===== src/rtl/mips_pkg.sv =====
// Shared MIPS pipeline constants: next-PC select encodings, NOP word, reset vector.
package mips_pkg;

    typedef enum logic [1:0] {
        PC_SRC_SEQ    = 2'b00,
        PC_SRC_BRANCH = 2'b01,
        PC_SRC_JUMP   = 2'b10,
        PC_SRC_JR     = 2'b11
    } pc_src_e;

    localparam logic [31:0] NOP_INSTR        = 32'h0000_0000;
    localparam logic [31:0] DEFAULT_RESET_PC = 32'h0000_0000;

endpackage


===== src/rtl/fetch_stage_if.sv =====
// Fetch-stage bus: hazard/decode controls, instruction-memory port and IF/ID outputs.
interface fetch_stage_if #(
    parameter int WIDTH = 32
);
    logic             stall_f;
    logic             stall_d;
    logic             flush_d;
    logic [1:0]       pc_src_d;
    logic [WIDTH-1:0] pc_branch_d;
    logic [WIDTH-1:0] pc_jump_d;
    logic [WIDTH-1:0] pc_jr_d;
    logic [WIDTH-1:0] instr_f;
    logic [WIDTH-1:0] pc_f;
    logic [WIDTH-1:0] instr_d;
    logic [WIDTH-1:0] pc_plus4_d;
    logic             valid_d;

    // Environment side: hazard unit, decode and instruction memory.
    modport master (
        output stall_f, stall_d, flush_d, pc_src_d,
        output pc_branch_d, pc_jump_d, pc_jr_d, instr_f,
        input  pc_f, instr_d, pc_plus4_d, valid_d
    );

    modport slave (
        input  stall_f, stall_d, flush_d, pc_src_d,
        input  pc_branch_d, pc_jump_d, pc_jr_d, instr_f,
        output pc_f, instr_d, pc_plus4_d, valid_d
    );
endinterface


===== src/rtl/fetch_stage_if_id_reg.sv =====
// Generic pipeline register with rst > flush > stall > load priority; flush inserts a bubble.
module if_id_reg #(
    parameter int                  DATA_W      = 64,
    parameter logic [DATA_W-1:0]   BUBBLE_DATA = '0
) (
    input  logic              clk,
    input  logic              rst,
    input  logic              i_flush,
    input  logic              i_stall,
    input  logic              i_valid,
    input  logic [DATA_W-1:0] i_data,
    output logic [DATA_W-1:0] o_data,
    output logic              o_valid
);
    logic [DATA_W-1:0] r_data;
    logic              r_valid;

    always_ff @(posedge clk) begin
        if (rst || i_flush) begin
            r_data  <= BUBBLE_DATA;
            r_valid <= 1'b0;
        end else if (!i_stall) begin
            r_data  <= i_data;
            r_valid <= i_valid;
        end
    end

    assign o_data  = r_data;
    assign o_valid = r_valid;
endmodule


===== src/rtl/fetch_stage.sv =====
// MIPS IF stage: PC register, next-PC mux and IF/ID register.
// Optional FETCH_PERF_CNT_EN adds saturating fetch/bubble counters.
module fetch_stage
    import mips_pkg::*;
#(
    parameter int               WIDTH    = 32,
    parameter logic [WIDTH-1:0] RESET_PC = WIDTH'(DEFAULT_RESET_PC)
) (
    input  logic          clk,
    input  logic          rst,
    fetch_stage_if.slave  bus
`ifdef FETCH_PERF_CNT_EN
    ,
    output logic [31:0]   fetch_cnt_o,
    output logic [31:0]   bubble_cnt_o
`endif
);
    localparam logic [WIDTH-1:0] ALIGN_MASK = ~WIDTH'(3);

    logic [WIDTH-1:0]   r_pc;
    logic [WIDTH-1:0]   w_pc_plus4;
    logic [WIDTH-1:0]   w_pc_sel;
    logic [WIDTH-1:0]   w_pc_next;
    logic [2*WIDTH-1:0] w_if_id_data;

    assign w_pc_plus4 = r_pc + WIDTH'(4);

    always_comb begin
        w_pc_sel = w_pc_plus4;
        case (pc_src_e'(bus.pc_src_d))
            PC_SRC_SEQ:    w_pc_sel = w_pc_plus4;
            PC_SRC_BRANCH: w_pc_sel = bus.pc_branch_d;
            PC_SRC_JUMP:   w_pc_sel = bus.pc_jump_d;
            PC_SRC_JR:     w_pc_sel = bus.pc_jr_d;
            default:       w_pc_sel = w_pc_plus4;
        endcase
        w_pc_next = w_pc_sel & ALIGN_MASK;
    end

    // A held PC drops the redirect; the hazard unit reasserts it until fetch proceeds.
    always_ff @(posedge clk) begin
        if (rst) begin
            r_pc <= RESET_PC;
        end else if (!bus.stall_f) begin
            r_pc <= w_pc_next;
        end
    end

    assign bus.pc_f = r_pc;

    if_id_reg #(
        .DATA_W      (2*WIDTH),
        .BUBBLE_DATA ({WIDTH'(NOP_INSTR), WIDTH'(0)})
    ) u_if_id_reg (
        .clk     (clk),
        .rst     (rst),
        .i_flush (bus.flush_d),
        .i_stall (bus.stall_d),
        .i_valid (1'b1),
        .i_data  ({bus.instr_f, w_pc_plus4}),
        .o_data  (w_if_id_data),
        .o_valid (bus.valid_d)
    );

    assign bus.instr_d    = w_if_id_data[2*WIDTH-1:WIDTH];
    assign bus.pc_plus4_d = w_if_id_data[WIDTH-1:0];

`ifdef FETCH_PERF_CNT_EN
    // Index 0 counts IF/ID loads, index 1 counts flush or PC-stall cycles.
    logic [1:0] w_cnt_inc;
    assign w_cnt_inc[0] = !bus.flush_d && !bus.stall_d;
    assign w_cnt_inc[1] = bus.flush_d || bus.stall_f;

    for (genvar gi = 0; gi < 2; gi++) begin : g_cnt
        logic [31:0] r_cnt;
        always_ff @(posedge clk) begin
            if (rst) begin
                r_cnt <= 32'h0;
            end else if (w_cnt_inc[gi] && (r_cnt != 32'hFFFF_FFFF)) begin
                r_cnt <= r_cnt + 32'h1;
            end
        end
    end

    assign fetch_cnt_o  = g_cnt[0].r_cnt;
    assign bubble_cnt_o = g_cnt[1].r_cnt;
`endif
endmodule


===== src/flat_wrapper.sv =====
// flat-port wrapper written by rule: the top's interface ports become plain ports
module fetch_stage_flat import mips_pkg::*;
#(
    parameter int               WIDTH    = 32,
    parameter logic [WIDTH-1:0] RESET_PC = WIDTH'(DEFAULT_RESET_PC)
)
  (clk, rst, bus_stall_f, bus_stall_d, bus_flush_d, bus_pc_src_d, bus_pc_branch_d, bus_pc_jump_d, bus_pc_jr_d, bus_instr_f, bus_pc_f, bus_instr_d, bus_pc_plus4_d, bus_valid_d);
  fetch_stage_if #(.WIDTH(WIDTH)) bus_i ();
  input  logic clk;
  input  logic rst;
  input wire logic [$bits(bus_i.stall_f)-1:0] bus_stall_f;
  input wire logic [$bits(bus_i.stall_d)-1:0] bus_stall_d;
  input wire logic [$bits(bus_i.flush_d)-1:0] bus_flush_d;
  input wire logic [$bits(bus_i.pc_src_d)-1:0] bus_pc_src_d;
  input wire logic [$bits(bus_i.pc_branch_d)-1:0] bus_pc_branch_d;
  input wire logic [$bits(bus_i.pc_jump_d)-1:0] bus_pc_jump_d;
  input wire logic [$bits(bus_i.pc_jr_d)-1:0] bus_pc_jr_d;
  input wire logic [$bits(bus_i.instr_f)-1:0] bus_instr_f;
  output wire logic [$bits(bus_i.pc_f)-1:0] bus_pc_f;
  output wire logic [$bits(bus_i.instr_d)-1:0] bus_instr_d;
  output wire logic [$bits(bus_i.pc_plus4_d)-1:0] bus_pc_plus4_d;
  output wire logic [$bits(bus_i.valid_d)-1:0] bus_valid_d;
  assign bus_i.stall_f = bus_stall_f;
  assign bus_i.stall_d = bus_stall_d;
  assign bus_i.flush_d = bus_flush_d;
  assign bus_i.pc_src_d = bus_pc_src_d;
  assign bus_i.pc_branch_d = bus_pc_branch_d;
  assign bus_i.pc_jump_d = bus_pc_jump_d;
  assign bus_i.pc_jr_d = bus_pc_jr_d;
  assign bus_i.instr_f = bus_instr_f;
  assign bus_pc_f = bus_i.pc_f;
  assign bus_instr_d = bus_i.instr_d;
  assign bus_pc_plus4_d = bus_i.pc_plus4_d;
  assign bus_valid_d = bus_i.valid_d;
  fetch_stage #(.WIDTH(WIDTH), .RESET_PC(RESET_PC)) u_core (.clk(clk), .rst(rst), .bus(bus_i));
endmodule

===== config.mk =====
export PLATFORM = sky130hd
export DESIGN_NAME = fetch_stage_flat
export DESIGN_NICKNAME = d
export VERILOG_FILES = /design/src/rtl/mips_pkg.sv /design/src/rtl/fetch_stage_if.sv /design/src/rtl/fetch_stage_if_id_reg.sv /design/src/rtl/fetch_stage.sv /design/src/flat_wrapper.sv
export SDC_FILE = /design/constraint.sdc
export NUM_CORES = 1
export LEC_CHECK = 0
export CORE_ASPECT_RATIO = 1.5
export CORE_UTILIZATION = 52
export CTS_BUF_LIST = sky130_fd_sc_hd__clkbuf_16
export CTS_CLUSTER_SIZE = 24
export DETAILED_ROUTE_END_ITERATION = 8
export DONT_BUFFER_PORTS = 1
export PLACE_DENSITY = 0.67
export SLEW_MARGIN = 25
export SYNTH_ARGS = -nofsm -noshare
export SYNTH_HDL_FRONTEND = slang
export SYNTH_HIERARCHICAL = 1
export SYNTH_SLANG_ARGS = --single-unit

===== constraint.sdc =====
create_clock -name clk -period 2.3 [get_ports clk]
set_clock_uncertainty 0.15 [all_clocks]
set_input_delay 0.345 -clock clk [delete_from_list [all_inputs] [get_ports clk]]
set_output_delay 0.345 -clock clk [all_outputs]
set_load 0.05 [all_outputs]

**Yosys cells after proc, flatten, opt, wreduce, memory -nomap -nowiden**

Cells that the tools add are included.

- Bits in registers: 95
- Input port bits: 135
- Output and inout bits: 97
- Logic and storage cells: 10

- Equality and inequality tests: 3
- Add/sub/neg operators: 1
- Reduce and logical (&&, ||, !) cells: 2
- Mux-type cells: 1

Operator list:

| kind | number |
|---|---|
| $pmux W32 S4 | 1 |
| $add A32 B3 Y32 const B | 1 |
| $eq A2 B2 Y1 const B | 2 |
| $eq A2 B1 Y1 const B | 1 |
| $logic_not A2 Y1 | 1 |
| $logic_or A1 B1 Y1 | 1 |

**Longest topological paths before layout**

Gate-level depths: netlist of the first run.

- Depth after elaboration: 2
- Mapped depth: 9
- Mapped depth without buffers: 8

**Modules after synthesis**

The synthesis of the first run kept the hierarchy.

Modules (own cells, without submodules):

| module | area an instance (um2) | cells each | sequential area each (um2) | times used |
|---|---|---|---|---|
| fetch_stage | 2,771.4 | 359 | 600.6 | 1 |
| if_id_reg | 2,338.5 | 210 | 1,301.2 | 1 |

**Worst setup path after synthesis of the first run**

OpenSTA, ideal clock, no wires.

- Kind: register to register
- Start point: register u_core.r_pc[2] (netlist: u_core/bus.pc_f[2])
- End point: register u_core.u_if_id_reg.r_data[24] (netlist: u_core/u_if_id_reg/o_data[24])
- Path slack: -146 ps
- Path buffers: 1
- Cell stages (with the launch flop): 10
- Clock period less this slack: 2,446 ps
- Setup time: 116 ps
- Data required time: 2,034 ps
- Data arrival time: 2,181 ps
- Path through: dfxtp_1 ha_1 nand3_1 nand2b_1 clkbuf_1 nor2_1 nand2_1 xnor2_1 mux2i_1 nor2_1

- Longest elaborated chain between the ends: 1

RTL lines:

| element | line | text |
|---|---|---|
| from (decl) | fetch_stage.sv:20 | `logic [WIDTH-1:0] r_pc;` |
| from (signal assigned) | fetch_stage.sv:45 | `r_pc <= w_pc_next;` |
| $add A32 B3 Y32 | fetch_stage.sv:26 | `assign w_pc_plus4 = r_pc + WIDTH'(4);` |
| named net u_core.w_pc_plus4[24] | fetch_stage.sv:21 | `logic [WIDTH-1:0] w_pc_plus4;` |
| to (signal assigned) | fetch_stage_if_id_reg.sv:23 | `r_data <= i_data;` |
| to (decl) | fetch_stage_if_id_reg.sv:15 | `logic [DATA_W-1:0] r_data;` |

The timed path passes the listed nets, and every way through them passes these cells.
A chain may end at the register's enable or synchronous reset.

**Final worst setup path of the first run**

- Start point: register u_core.r_pc[4] (netlist: u_core/bus.pc_f[4])
- End point: register u_core.r_pc[22] (netlist: u_core/bus.pc_f[22])

- Longest elaborated chain between the ends: 2

RTL lines:

| element | line | text |
|---|---|---|
| $add A32 B3 Y32 | fetch_stage.sv:26 |  |
| $pmux W32 S4 | fetch_stage.sv:30 | `case (pc_src_e'(bus.pc_src_d))` |

Every way passes these cells.

==> qor.yml, run 1 <==
status: "finished clean"
dieHeight_um: 123.4
dp_slack_ns: 0.2326
place_area_sq_um: 5334
diodes: 0
drt-pass1-iter-count: 4
ant_nets: 0
ys_types: 51
synth_top_area_share: 0.3722
fin_nets: 729
clkTransAtPathRegs_ns: 0.07
post-synth-top-count-cell: "dfxtp_1"
grt_start_max_net_pins: 66
grt_setup_unrepaired: "no"
antenna_found_initial: 0
r2r_cells: 6
postCtsSetupBuffers: 0
p_leak_uw: 0.002397
seq_area_frac_synth: 0.3722
crit_path_start_kind: "register"
final-setup-viol-count: 0
htree_levels: 3
boundaryPins: 232
relSlewSlack: 0.4455
pwr-share-seq: 0.473
hp-class: "in -> reg"
root_buffer: "clkbuf_16"
drive_gt1_frac: 0.1572
port_buffers: 0
worstHoldPathCells: 2
cts.path.max_buffers: 2
cp.required_ns: 2.38
grt-busiest-layer: "met2"
drtIter0Drc: 179
power_frac_comb: 0.165
clock_latency_ns: 0.35
grt_pass1_wl_um: 20590
critPathMaxFanout: 7
syn_to_final_growth_pct: 12.93
start_util: 0.5304
grt_overflow: 0
fin_setup_tns_ns: 0
yosys_warnings: 6
cts_hold_buf: 15
synth_edf_count: 0
grt.met2_usage: 0.4780
place_hpwl_um: 9950
dieArea_sq_um: 10240
drc: 0
p_int_uw: 2736
drv_slew: 0
die_w_um: 82.94
place_congestion: 0.8886
p_sw_uw: 1245
coreArea_sq_um: 9634
powerDensity_nw_per_um2: 689.9
finalHoldViolCount: 0
critical_path_class: "reg -> reg"
grt_usage: 0.2586
numCtsBuffers: 9
post-route-period-util: 0.9294
grt_pass1_vias: 4068
crit_path_end_kind: "register"
use_met3: 0.06876
wirelength_um: 13780
ys.flop_type: "dfxtp_1"
synth_top_area_cell: "dfxtp_1"
use_met1: 0.2788
cts.sinks: 95
design_area_sq_um: 5771
wl_per_cell_um: 19.33
synth_seq_cells: 95
worstPathArrival_ns: 2.21
post-route-worst-setup-slack_ns: 0.1625
async_reset_ff_frac: 0
ir_drop_mv: 0.5491
power.clock.fraction: 0.362
period_needed_ns: 2.138
post_cts_resized: 0
via_count: 4316
fmaxAchievable_mhz: 467.8
cts_tree: "yes"
postSynthCellCount: 569
synth_area_per_cell_sq_um: 8.980
synth_common_cells: "95 x dfxtp_1, 92 x nor2_1, 89 x mux2i_1, 36 x a21oi_1, 36 x nand2_1"
synth_area_sq_um: 5110
viasPerCell: 6.053
sw_frac_of_total: 0.3127
row_count: 44
synthTopCellsByArea: "dfxtp_1 37%, mux2i_1 17%, nor2_1 6.8%"
worst_pin_slew_ns: 0.8290
maxCapViolCount: 0
sequential cells by signal, indices dropped and copies added (netlist names):
name	cells
u_core/u_if_id_reg/o_data	64
u_core/u_if_id_reg/o_valid	1
u_core/bus.pc_f	30
routing by layer:
metal,routed length [um],vias up
met5,0,-
met4,274,0
met3,1182,24
met2,7144,237
met1,5178,1989
li1,-,2066
path summary, 6_finish.rpt:
kind / from / end / slack, ns
setup reg to reg: u_core/bus.pc_f[4] / u_core/bus.pc_f[22] / 0.16
hold reg to reg: u_core/bus.pc_f[2] / u_core/bus.pc_f[2] / 0.35
hold / removal: bus_instr_f[6] / u_core/u_if_id_reg/o_data[38] / 0.008
setup / recovery: u_core/bus.pc_f[4] / u_core/bus.pc_f[22] / 0.16
worst max-delay path, stage by stage, from the launching register on:
cell and delay [ns]:
dfxtp_1 0.49, nand3_1 0.29, nand2b_1 0.30, nor3_2 0.32
buf_4 0.18, mux2i_1 0.20, a21oi_1 0.09
power groups by stage:
stage	combinational [uW]	clock (uW)	sequential (uW)
4_1_cts	655	1480	1880
2_1_floorplan	402	0	2060
3_3_place_gp	613	0	1920
6_report	656	1440	1880
5_1_grt	699	1550	1890
3_5_place_dp	626	0	1920
per-stage QoR:
stage | instances | hold WS, ns | total power [uW] | util
finish | 713 | 0.007722 | 3981 | 0.5990
global route | 713 | 0.008734 | 4139 | 0.5990
CTS | 713 | 0.00006700 | 4014 | 0.5990
detailed placement | 682 | 0.2694 | 2548 | 0.5536
global placement | 682 | 0.2662 | 2533 | 0.5536
floorplan | 572 | 0.3389 | 2466 | -
kinds of logic after synthesis:
group,share of synthesized area
multiplexers,0.2162
buffers and inverters,0.06415
AO/OA/AOI/OAI,0.1276
adder cells (fa/ha/maj),0.002448
flip-flops,0.3722
XOR/XNOR,0.04799
other,0.001470
AND/OR/NAND/NOR,0.1680
final cells by class:
cell class,instances,area [sq um]
flip-flops and latches,95,1912
multi-input cells,418,2894
clock buffers,9,225.2
repair buffers,60,500.5
clock inverters,7,61.31
fillers,847,3864
inverters,9,33.78
well taps,115,143.9
cells in the final DEF, fill, tap and decap left out, drive strengths merged, types with 2 or more instances in the layout:
cell type,count
dfxtp,95
nor2,92
mux2i,89
buf,45
nand2,36
a21oi,36
xnor2,20
a211oi,17
nand3,16
o21ai,16
dlygate4sd3,15
nand4,14
inv,13
clkbuf,9
xor2,8
a221oi,8
mux2,7
mux4,6
and4,5
conb,5
nor3,5
and3,5
o221a,5
o221ai,3
nor2b,3
clkinvlp,2
nand2b,2
or2,2
o211ai,2
o211a,2
a22oi,2
nor4,2
No activity file was read; power rests on OpenSTA's default activity.
==> run 2, diff against run 1 <==
CORE_UTILIZATION = 30   (was 52)
PLACE_DENSITY = not set   (was 0.67)
==> qor.yml, run 2 (synthesis results as in run 1) <==
final_common_cell: "nor2_1"
critPathMaxFanout: 11
worst_pin_slew_ns: 0.8450
min_to: "u_core/u_if_id_reg/o_data[48]"
layout_common_cells: "91 x nor2_1, 89 x mux2i_1, 87 x dfxtp_1"
dieArea_sq_um: 17570
cts.path.max_buffers: 2
grt_start_max_net_pins: 66
worstPathArrival_ns: 2.25
boundaryPins: 232
rr_endpoint: "u_core/u_if_id_reg/o_data[31]"
clock_latency_ns: 0.34
status: "finished clean"
start_util: 0.3061
critical_path_class: "reg -> reg"
root_buffer: "clkbuf_16"
worstHoldPathCells: 2
fmaxAchievable_mhz: 470.1
coreArea_sq_um: 16690
diodes: 0
numCtsBuffers: 9
drv_slew: 0
place_hpwl_um: 11580
drc: 0
antenna_found_initial: 0
period_needed_ns: 2.127
drtIter0Drc: 381
dieHeight_um: 161.8
fin_nets: 728
via_count: 4421
grt_setup_unrepaired: "no"
ant_nets: 0
die_w_um: 108.6
wirelength_um: 15820
powerDensity_nw_per_um2: 672.4
grt-busiest-layer: "met2"
fin_setup_tns_ns: 0
grt_overflow: 0
cp.required_ns: 2.43
drive_gt1_frac: 0.1558
row_count: 58
port_buffers: 0
p_leak_uw: 0.002382
use_met3: 0.05819
hp-start: "bus_instr_f[16]"
largest_reg_flops: 64
crit_path_end_kind: "register"
post-route-worst-setup-slack_ns: 0.1726
drt-pass1-iter-count: 5
relSlewSlack: 0.4348
finalHoldViolCount: 0
htree_levels: 3
r2r_start: "u_core/bus.pc_f[4]"
grt_pass1_vias: 4327
cts_tree: "yes"
grt.met2_usage: 0.3176
wl_per_cell_um: 19.60
hp-class: "in -> reg"
crit_path_start_kind: "register"
maxCapViolCount: 0
post-route-period-util: 0.9250
final-setup-viol-count: 0
place_congestion: 0.8840
dp_slack_ns: 0.1533
ir_drop_mv: 0.2972
syn_to_final_growth_pct: 14.69
grt_usage: 0.1750
use_met1: 0.1807
viasPerCell: 5.478
grt_pass1_wl_um: 23310
r2r_cells: 8
cts.sinks: 95
clkTransAtPathRegs_ns: 0.07
r2r_slack_ns: 0.17
[run 2: worst max path at each step]
| stage | depth (start not counted) | end | start | slack (ns) |
|---|---|---|---|---|
| 4_1_cts | 5 | u_core/bus.pc_f[16] | u_core/bus.pc_f[4] | 0.13 |
| 2_1_floorplan | 7 | u_core/u_if_id_reg/o_data[31] | u_core/bus.pc_f[13] | 0.001 |
| 3_5_place_dp | 5 | u_core/bus.pc_f[16] | u_core/bus.pc_f[4] | 0.15 |
| 3_3_place_gp | 8 | u_core/u_if_id_reg/o_data[31] | u_core/bus.pc_f[4] | 0.23 |
| 6_report | 8 | u_core/u_if_id_reg/o_data[31] | u_core/bus.pc_f[4] | 0.17 |
| 5_1_grt | 8 | u_core/u_if_id_reg/o_data[31] | u_core/bus.pc_f[4] | 0.02 |
[run 2: timing repair]
action	CTS	global route
hold buffers	15	0
endpoints found under the hold margin	30	0
buffers inserted	0	0
endpoints found under the setup margin	0	1
resized for setup	0	1
[run 2: report_power, final]
part,internal (uW),leakage (uW),switching [uW]
sequential,1720,0.000779,162
clock,736,0.000134,660
combinational,261,0.00147,403
total,2710,0.00238,1230
[run 2: per-layer routing]
layer,part of all wire,vias to the layer above
met4,0.023,0
met3,0.090,27
met1,0.36,2111
li1,-,2065
met5,0,-
met2,0.52,218
[run 2: critical path, cell delays in order (launching register included)]
cell and delay, ns:
dfxtp_1 0.47, nand4_1 0.18, nor2_1 0.12, buf_4 0.21, nand3_1 0.20, nor2_1 0.26, xor2_1 0.26, mux2i_1 0.11
nor2_1 0.11
[run 2: cell type report]
type,instances,area [sq um]
fillers,1762,10830
multi-input cells,418,2899
flip-flops and latches,95,1912
repair buffers,59,480.5
well taps,210,262.8
clock buffers,9,225.2
clock inverters,7,47.55
inverters,9,33.78
[run 2: per-stage QoR]
stage	area, sq um	hold WS, ns	total power, uW	util	std cells
floorplan	5131	0.3389	2466	-	572
global placement	5433	0.2668	2538	0.3255	776
detailed placement	5433	0.2681	2555	0.3255	776
CTS	5856	0.002411	4006	0.3508	807
global route	5861	0.006884	4125	0.3511	807
finish	5861	0.01400	3941	0.3511	807
==> run 3, diff against run 2 <==
ABC_AREA = 1   (was not set)
==> qor.yml, run 3 <==
postSynthCellCount: 899
ys_types: 27
maxCapViolCount: 0
synth_fa_ha_area_frac: 0.002320
cts_tree: "yes"
place_congestion: 0.8591
hp-class: "in -> reg"
synth_top_area_share: 0.3527
start_util: 0.3082
ys.flop_type: "dfxtp_1"
hp-start: "bus_stall_d"
dieHeight_um: 166.2
crit_path_start_kind: "register"
final_common_cell: "nand2_1"
design_area_sq_um: 6669
fmaxAchievable_mhz: 465.8
grt_overflow: 0
post-synth-top-count-cell: "nand2_1"
drv_slew: 0
finalHoldViolCount: 0
cts.path.max_buffers: 2
synth_compound_area_frac: 0.08121
die_w_um: 111.5
worst_pin_slew_ns: 0.9317
drc: 13
synthMuxAreaShare: 0
yosys.area_share.xor_xnor: 0.03271
powerDensity_nw_per_um2: 663.6
layout.cells.non_filler: 1182
coreArea_sq_um: 17500
yosys_warnings: 6
fill_cells: 1840
clock_latency_ns: 0.35
port_buffers: 0
relSlewSlack: 0.3750
power.clock.fraction: 0.392
synth_seq_cells: 95
p_int_uw: 3062
syn_to_final_growth_pct: 23.67
p_leak_uw: 0.003044
place_hpwl_um: 11720
cts.sinks: 95
boundaryPins: 232
cp.required_ns: 2.39
synth_edf_count: 0
fin_nets: 1100
layout_common_cells: "326 x nand2_1, 166 x nor2_1, 112 x inv_1"
period_needed_ns: 2.147
numCtsBuffers: 9
p_sw_uw: 1364
antenna_found_initial: 0
critPathMaxFanout: 6
seq_area_frac_synth: 0.3527
grt_usage: 0.1774
async_reset_ff_frac: 0
cpMostUsedCell: "nand2_1"
fin_hold_ws_ns: 0.01876
drive_gt1_frac: 0.07946
critical_path_class: "reg -> reg"
ir_drop_mv: 0.3407
placedCellCount: 1107
synth_common_cells: "326 x nand2_1, 169 x nor2_1, 111 x inv_1, 95 x dfxtp_1, 41 x nand3_1"
synthTopCellsByArea: "dfxtp_1 35%, nand2_1 23%, nor2_1 12%"
wirelength_um: 16540
ant_nets: 0
viasPerCell: 4.545
crit_path_end_kind: "register"
drt-pass1-iter-count: 8
synthSimpleGateAreaFrac: 0.4104
via_count: 5372
sw_frac_of_total: 0.3082
grt_pass1_wl_um: 25520
dp_slack_ns: 0.4359
place_area_sq_um: 5734
largest_reg_flops: 64
drtIter0Drc: 305
cp-startpoint: "u_core/bus.pc_f[14]"
synth_area_per_cell_sq_um: 5.999
post-route-worst-setup-slack_ns: 0.1530
synth_top_family_by_area: "simple AND/OR/NAND/NOR gates"
clkTransAtPathRegs_ns: 0.07
power_frac_comb: 0.163
failed_checks: "design-rule violations"
dieArea_sq_um: 18530
diodes: 0
post-route-period-util: 0.9335
htree_levels: 3
path_cells: "nand2_1 -> nor2_2 -> nand2_1 -> nor2_4 -> nand2_1 -> nand2_1 -> nand3_1 -> nand2_1 -> a21oi_1 -> dlygate4sd3_1"
synth_area_sq_um: 5393
cpPeakStageDelay_ns: 0.59
pwr-share-seq: 0.445
critPathSlowestCell: "dlygate4sd3_1"
wl_per_cell_um: 13.99
synth_top_area_cell: "dfxtp_1"
status: "finished with violations"
r2r_start: "u_core/bus.pc_f[14]"
root_buffer: "clkbuf_16"
grt_setup_unrepaired: "no"
grt_pass1_vias: 4885
worstPathArrival_ns: 2.24
row_count: 59
grt_start_max_net_pins: 116
fin_setup_tns_ns: 0
final-setup-viol-count: 0
==> run 3: changes by cell type in the layout (fill, tap and decap cells not counted), sizes merged, moves of 14 or more <==
cell	change
inv	+102
xnor2	-18
dlygate4sd3	+41
nand4	-14
mux2i	-89
nand2	+295
nand3	+25
nor2	+86
==> run 3: what timing repair did <==
action,CTS,global route
setup buffers,0,3
hold buffers,56,0
setup endpoints to repair,0,1
resized for setup,0,3
endpoints found under the hold margin,58,0
==> run 3: layer usage <==
metal | wire length [um] | global-route usage
met5 | 0 | 0
met1 | 6615 | 0.1982
met2 | 8188 | 0.3147
met3 | 1065 | 0.03540
met4 | 672 | 0.09401
==> run 3: per-stage QoR <==
| stage | total power (uW) | util |
|---|---|---|
| final | 4426 | 0.3812 |
| after global routing | 4642 | 0.3812 |
| after CTS | 4484 | 0.3795 |
| after detailed placement | 2638 | 0.3278 |
| after global placement | 2631 | 0.3278 |
| after floorplan | 2512 | - |
==> run 3: power groups by stage <==
| stage | registers [uW] | clock network (uW) | logic [uW] |
|---|---|---|---|
| 2_1_floorplan | 2120 | 0 | 388 |
| 3_3_place_gp | 2010 | 0 | 625 |
| 3_5_place_dp | 2010 | 0 | 631 |
| 4_1_cts | 1970 | 1790 | 722 |
| 5_1_grt | 1980 | 1860 | 798 |
| 6_report | 1970 | 1740 | 721 |
==> run 3: worst paths after layout <==
kind	to	slack [ns]	cells after the start
setup / recovery	u_core/bus.pc_f[23]	0.15	10
hold / removal	u_core/u_if_id_reg/o_data[53]	0.02	3
setup reg to reg	u_core/bus.pc_f[23]	0.15	10
hold reg to reg	u_core/bus.pc_f[24]	0.40	2
==> run 3: critical path: cells and delay by family (launching register included) <==
| family | cells | cell delay [ns] |
|---|---|---|
| simple gates | 8 | 0.86 |
| buf+inv | 1 | 0.59 |
| flops | 1 | 0.39 |
| compound gates | 1 | 0.05 |
==> run 3: area by class of cell <==
type | count | area [sq um] | area share
Clock buffer | 9 | 225.2 | 0.03377
Clock inverter | 7 | 120.1 | 0.01801
Inverter | 113 | 424.2 | 0.06360
Multi-Input combinational cell | 651 | 2872 | 0.4306
Sequential cell | 95 | 1903 | 0.2854
Tap cell | 213 | 266.5 | 0.03996
Timing Repair Buffer | 94 | 858.3 | 0.1287
==> run 3: cells by family (layout without fill, tap and decap cells) <==
logic type,count (synthesis),in the layout
other,2,5
AO/OA/AOI/OAI,77,77
buffers and inverters,156,223
XOR/XNOR,15,15
adder cells (fa/ha/maj),1,1
AND/OR/NAND/NOR,553,553
flip-flops,95,95
